### src/rtl/pipeline_ctrl_pkg.sv
// Shared stall/flush encodings for the pipeline controller.
// Stall vector bit order: [0]PC [1]IF [2]ID [3]EX [4]MEM [5]WB.
package pipeline_ctrl_pkg;

  localparam logic STOP   = 1'b1;
  localparam logic NOSTOP = 1'b0;

  localparam int STALL_W = 6;

  localparam logic [STALL_W-1:0] STALL_NONE = 6'b000000;
  localparam logic [STALL_W-1:0] STALL_ID   = 6'b000111;
  localparam logic [STALL_W-1:0] STALL_EX   = 6'b001111;
  localparam logic [STALL_W-1:0] STALL_MEM  = 6'b011111;

  typedef enum logic {
    RUN      = 1'b0,
    TO_FLUSH = 1'b1
  } ctrl_state_e;

  function automatic int timer_width(input int timeout);
    int w;
    w = $clog2(timeout) + 1;
    return (w < 8) ? 8 : w;
  endfunction

endpackage

### src/rtl/pipeline_ctrl_sat_counter.sv
// Event counter with selectable saturate or wrap on overflow.
// Ports: clk, rst (async active-low), inc, count[W-1:0].
module sat_counter #(
  parameter int W   = 16,
  parameter bit SAT = 1'b1
) (
  input  logic         clk,
  input  logic         rst,
  input  logic         inc,
  output logic [W-1:0] count
);

  logic at_max;

  assign at_max = &count;

  always_ff @(posedge clk or negedge rst) begin
    if (!rst) begin
      count <= '0;
    end else if (inc) begin
      if (!(SAT && at_max)) begin
        count <= count + 1'b1;
      end
    end
  end

endmodule

### src/rtl/pipeline_ctrl.sv
// Stall/flush sequencer: priority stall merge, exception redirect,
// MEM wait timeout with bus-error flush, and perf counters.
// Ports: clk, rst, stallreq_id/ex/mem, exc_valid, exc_new_pc ->
//   stall[5:0], flush, new_pc, bus_timeout, stall_cycles, flush_count.
module pipeline_ctrl
  import pipeline_ctrl_pkg::*;
#(
  parameter int          MEM_TIMEOUT   = 256,
  parameter logic [31:0] BUSERR_VECTOR = 32'h0000_0040
) (
  input  logic         clk,
  input  logic         rst,
  input  logic         stallreq_id,
  input  logic         stallreq_ex,
  input  logic         stallreq_mem,
  input  logic         exc_valid,
  input  logic [31:0]  exc_new_pc,
  output logic [5:0]   stall,
  output logic         flush,
  output logic [31:0]  new_pc,
  output logic         bus_timeout,
  output logic [31:0]  stall_cycles,
  output logic [15:0]  flush_count
);

  localparam int TW = timer_width(MEM_TIMEOUT);
  localparam logic [TW-1:0] TIMER_LAST = TW'(MEM_TIMEOUT - 1);

  ctrl_state_e   state;
  logic [TW-1:0] timer;
  logic          mem_wait;
  logic          expire;

  // Timer only runs on MEM waits that no exception is about to flush.
  assign mem_wait = (state == RUN) && stallreq_mem && !exc_valid;
  assign expire   = mem_wait && (timer == TIMER_LAST);

  // Outputs are forced low while reset is held so the pipeline
  // registers see a clean idle pattern during reset.
  always_comb begin
    stall  = STALL_NONE;
    flush  = NOSTOP;
    new_pc = '0;
    if (!rst) begin
      stall  = STALL_NONE;
    end else if (exc_valid) begin
      flush  = STOP;
      new_pc = exc_new_pc;
    end else if (state == TO_FLUSH) begin
      flush  = STOP;
      new_pc = BUSERR_VECTOR;
    end else if (stallreq_mem) begin
      stall  = STALL_MEM;
    end else if (stallreq_ex) begin
      stall  = STALL_EX;
    end else if (stallreq_id) begin
      stall  = STALL_ID;
    end
  end

  always_ff @(posedge clk or negedge rst) begin
    if (!rst) begin
      state       <= RUN;
      timer       <= '0;
      bus_timeout <= 1'b0;
    end else begin
      state       <= RUN;
      timer       <= '0;
      bus_timeout <= 1'b0;
      if (expire) begin
        state       <= TO_FLUSH;
        bus_timeout <= 1'b1;
      end else if (mem_wait) begin
        timer <= timer + 1'b1;
      end
    end
  end

  sat_counter #(
    .W   (32),
    .SAT (1'b0)
  ) u_stall_cnt (
    .clk   (clk),
    .rst   (rst),
    .inc   (|stall),
    .count (stall_cycles)
  );

  sat_counter #(
    .W   (16),
    .SAT (1'b1)
  ) u_flush_cnt (
    .clk   (clk),
    .rst   (rst),
    .inc   (flush),
    .count (flush_count)
  );

endmodule

### config.mk
export PLATFORM = sky130hd
export DESIGN_NAME = pipeline_ctrl
export DESIGN_NICKNAME = d
export VERILOG_FILES = /design/src/rtl/pipeline_ctrl_pkg.sv /design/src/rtl/pipeline_ctrl_sat_counter.sv /design/src/rtl/pipeline_ctrl.sv
export SDC_FILE = /design/constraint.sdc
export NUM_CORES = 1
export LEC_CHECK = 0
export ABC_CLOCK_PERIOD_IN_PS = 6400
export CAP_MARGIN = 10
export CORE_AREA = 2 2 85 87
export DETAILED_ROUTE_END_ITERATION = 16
export DIE_AREA = 0 0 87 89
export PLACE_DENSITY = 0.82
export REMOVE_ABC_BUFFERS = 1
export SLEW_MARGIN = 20
export SYNTH_ARGS = -nofsm -noshare
export SYNTH_HDL_FRONTEND = slang
export SYNTH_SLANG_ARGS = --single-unit
### constraint.sdc
create_clock -name clk -period 6.4 [get_ports clk]
set_input_delay 1.28 -clock clk [delete_from_list [all_inputs] [get_ports clk]]
set_output_delay 1.28 -clock clk [all_outputs]
set_load 0.005 [all_outputs]
# --- Word-level counts from Yosys, hierarchy flattened ---
# Cells that the tools add are included.
word_totals:
  elab_cells: 32
  output_inout_bits: 88
  reg_bits: 58
op_classes:
  mux: 15
  n_addsub: 3
  n_bitwise: 2
  eq_ne: 1
  reduce_logical: 7
ops:
  columns: ["operator", "count"]
  rows:
  - ["$mux W32", 2]
  - ["$add A32 B1 Y32 const B", 1]
  - ["$mux W5", 4]
  - ["$mux W9", 2]
  - ["$add A16 B1 Y16 const B", 1]
  - ["$reduce_and A16 Y1", 1]
  - ["$add A9 B1 Y9 const B", 1]
  - ["$eq A9 B8 Y1 const B", 1]
  - ["$mux W7", 1]
  - ["$reduce_or A6 Y1", 1]
  - ["$mux W1", 4]
  - ["$mux W4", 1]
  - ["$logic_and A1 B1 Y1", 3]
  - ["$mux W3", 1]
  - ["$not A1 Y1", 2]
  - ["$reduce_and A2 Y1", 1]
  - ["$logic_not A1 Y1", 1]

# --- Logic depth before layout (Yosys ltp) ---
depth:
  word_depth: 7
  depth_mapped: 6
  ltp_nobuf: 6

# --- Modules after synthesis ---
# Synthesis repeated with hierarchy kept, for this count alone.
unflattened:
  cells_unflattened: 289
  hier_area_um2: 3044.2
by_module_without_submodules:
  columns: ["module", "n_inst", "cells_each", "area_each_um2", "seq_area_each_um2"]
  rows:
  - ["sat_counter (u_stall_cnt)", 1, 123, 1448.9, 800.8]
  - ["sat_counter (u_flush_cnt)", 1, 75, 840.8, 400.4]
  - ["pipeline_ctrl", 1, 91, 754.5, 250.2]

# --- Worst setup path after synthesis ---
# Ideal clock, no wire load.
synth_path:
  path_kind: "in2out"
  startpoint: "input exc_valid"
  endpoint: "output stall[1]"
  stages: 3
  path_buffers: 1
  path_slack_ns: 2.880
  arrival_time_ns: 2.240
  path_cell_list: "or3b_1 -> nor2_1 -> buf_4"
synth_between:
  elab_chain_len: 2
synth_lines:
  columns: ["item", "line_no", "text"]
  rows:
  - ["from (decl)", "pipeline_ctrl.sv:16", "input logic exc_valid,"]
  - ["$mux W5", "pipeline_ctrl.sv:46", "end else if (exc_valid) begin"]
  - ["$mux W5", "pipeline_ctrl.sv:44", "if (!rst) begin"]
  - ["to (decl)", "pipeline_ctrl.sv:18", "output logic [5:0] stall,"]
# No other way between the ends.

# --- Worst setup path in the final report ---
# Same ends and word-level chain as after synthesis.

==> flow_summary_export.csv <==
group,metric,value,unit
finish,fillCellCount,507,
setup_path,slowest_stage,"clkdlybuf4s50_1",
placed_design,dpl_cell_area,0.00426,mm²
synthesis,synth.largest_area_cell,"dfrtp_1",
drt,drc,0,
sta,clock_skew,9.31,ps
clocking,clock_latency,330,ps
die,coreArea,0.00672,mm²
die,die_h,89,µm
clocking,cts_tree,"yes",
setup_path,start_kind,"primary input",
min_path,hold_end,"timer[0]$_DFF_PN0_",
setup_path,max_stage_delay,610,ps
synthesis,syn_avg_cell_area,9.95,µm²
finish,final_area,0.00446,mm²
placed_design,portBuffers,124,
finish,drive_gt1_share,5.39,%
clocking,htreeDepth,3,
run,maxCapViolations,0,
die,rows,30,
finish,num_antenna_cells,0,
clocking,clk_pin_slew,60,ps
synthesis,synth-seq-cells,58,
global_routing,grt_pass1_wl,12.6,mm
global_routing,gr-total-overflow,0,
sta,drv_slew,0,
global_routing,grt_max_degree,48,
global_routing,first_global_vias,2629,
clocking,cts_sinks,58,
min_path,hp-start,"timer[0]$_DFF_PN0_",
min_path,hold_path.class,"reg2reg",
placed_design,finalWeightedCongestion,0.793,
global_routing,grt_use_total,20.5,%
finish,final_cell_mix,"clkdlybuf4s50_1, dfrtp_1, and3_1",
drt,drt-vias-per-instance,5.24,
placed_design,dpl.hpwl,5.51,mm
drt,ant_nets,0,
clocking,cts_hold_buffers,0,
setup_path,worstPathArrival,3390,ps
clocking,cts_setup_buffers,0,
min_path,hold_depth,1,
drt,drt-pass1-iter-count,7,
clocking,post_cts_resized,0,
sta,final.min_clock_period,4670,ps
sta,setup_tns,0,ps
synthesis,synthCells,298,
synthesis,synth_cell_types,33,
clocking,cts_root_buffer,"clkbuf_8",
setup_path,cp_cell_sequence,"clkdlybuf4s50_1, buf_4, or3b_1, nor2_1, clkdlybuf4s50_1",
die,start_util,44.1,%
status,outcome,"completed",
setup_path,critPathRequiredTime,5120,ps
finish,layout_commonest_cell,"clkdlybuf4s50_1",
die,die_w,87,µm
sta,finalSetupViolCount,0,
drt,wirelength,7.63,mm
synthesis,yosys_warnings,0,
drt,via_count,2655,
synthesis,synth_area_leaders,"dfrtp_1, xor2_1, and3_1",
sta,max_slew_margin,44.6,%
sta,max_freq,214,MHz
setup_path,cp_max_fo,35,
die,io_pins,126,
sta,fin_crit_sh,73.0,%
die,die_area,0.00774,mm²
clocking,cts_buffers,9,
sta,grt_setup_unrepaired,"no",
drt,wire_per_inst,15.0,µm
finish,syn2layout_area_growth,50.5,%
pwr,power_density,230,mW/mm²
finish,fin_util,66.4,%
setup_path,crit_top_cell,"clkdlybuf4s50_1",
setup_path,r2r_end,"u_stall_cnt.count[25]$_DFFE_PN0P_",
global_routing,antenna_found_initial,0,
pwr,peakVddDrop,0.000205,V
setup_path,r2r_slack,3950,ps
clocking,clockBufferDepth,2,
setup_path,endpoint_kind,"primary output",
synthesis,synth_area,0.00296,mm²
sta,hold_ws,455,ps
pwr,leakage,2.08,nW
synthesis,yosys.area.top_type_share,49.0,%
sta,hold_viol,0,
synthesis,ys_seq_area_share,49.0,%
setup_path,r2r_cells,4,
setup_path,worstSetupPathType,"in2out",
setup_path,timing.rr.start,"state$_DFF_PN0_",
drt,first_iter_violations,138,
sta,tightestPinTransition,824,ps
finish,fin_nets,465,
==> sequential cells by signal, summed over array words and instances, names as in the netlist <==
register           flops
timer                  9
state                  1
u_flush_cnt.count     16
u_stall_cnt.count     32
==> critical path: cells and delay by family <==
| family | cells | cell delay, ps |
|---|---|---|
| and+or+nand+nor | 2 | 880 |
| buffers and inverters | 3 | 1230 |
==> final cells by class <==
class	count	area, µm²	share of cell area (%)
Multi-Input combinational cell	219	1410	31.7
Timing Repair Buffer	128	1270	28.4
Tap cell	80	100	2.24
Inverter	7	26.3	0.589
Sequential cell	58	1450	32.5
Clock buffer	13	169	3.79
Clock inverter	2	35.0	0.785
==> worst max path at each step <==
stage | start | end | slack [ps] | depth (start not counted)
CTS | exc_valid | stall[1] | 1720 | 5
detailed placement | exc_valid | stall[1] | 1740 | 5
global route | exc_valid | stall[1] | 1570 | 5
global placement | exc_valid | stall[0] | 1810 | 5
floorplan | exc_valid | stall[0] | 3010 | 2
finish | exc_valid | stall[1] | 1730 | 5
==> report_power, final <==
| group | internal, mW | switching (mW) | leakage [nW] | total, mW |
|---|---|---|---|---|
| clock | 0.209 | 0.136 | 0.106 | 0.345 |
| combinational | 0.142 | 0.0723 | 1.20 | 0.215 |
| sequential | 0.408 | 0.0584 | 0.771 | 0.466 |
| total | 0.759 | 0.266 | 2.08 | 1.03 |
==> synth_stat cells, drive strengths merged <==
library cell / number
or3: 3
o211ai: 1
conb: 1
inv: 7
or4b: 1
clkbuf: 9
buf: 5
mux2: 2
nand2: 20
and2: 2
nand4: 12
xnor2: 11
nand3b: 1
xor2: 39
nor4: 14
o21ai: 2
nor3: 16
or3b: 1
mux2i: 1
and4: 5
or2: 1
ha: 4
nor3b: 1
and3: 41
a21oi: 2
dfrtp: 58
nand4b: 1
nand3: 15
nor2: 22
==> cells by family (layout without fill, tap and decap cells) <==
kind of cell	count (synthesis)	after routing	share of synthesized area, %
DFF	58	58	49.0
other	1	1	0.127
adders and majority gates	4	4	1.69
muxes	3	3	1.10
xor gates and xnor gates	50	50	14.8
buffers and inverters	21	150	3.33
and+or+nand+nor	156	156	29.1
AOI/OAI and AO/OA	5	5	0.928
==> per-stage QoR <==
| stage | power (mW) | cells | setup WS [ps] |
|---|---|---|---|
| 2_1_floorplan | 0.529 | 284 | 3010 |
| 3_3_place_gp | 0.683 | 492 | 1810 |
| 3_5_place_dp | 0.687 | 492 | 1740 |
| 4_1_cts | 1.03 | 507 | 1720 |
| 5_1_grt | 1.08 | 507 | 1570 |
| 6_report | 1.03 | 507 | 1730 |
==> layer usage <==
layer  part of all wire [%]  GRT usage (%)  vias to the layer above  wire, µm
li1                       -              -                     1295         -
met1                     47           27.2                     1259      3560
met2                     47           32.5                       85      3560
met3                    4.8           5.45                       16       364
met4                    1.9           7.24                        0       144
met5                      0              0                        -         0
Note: power is estimated with default switching activity, not from simulation.
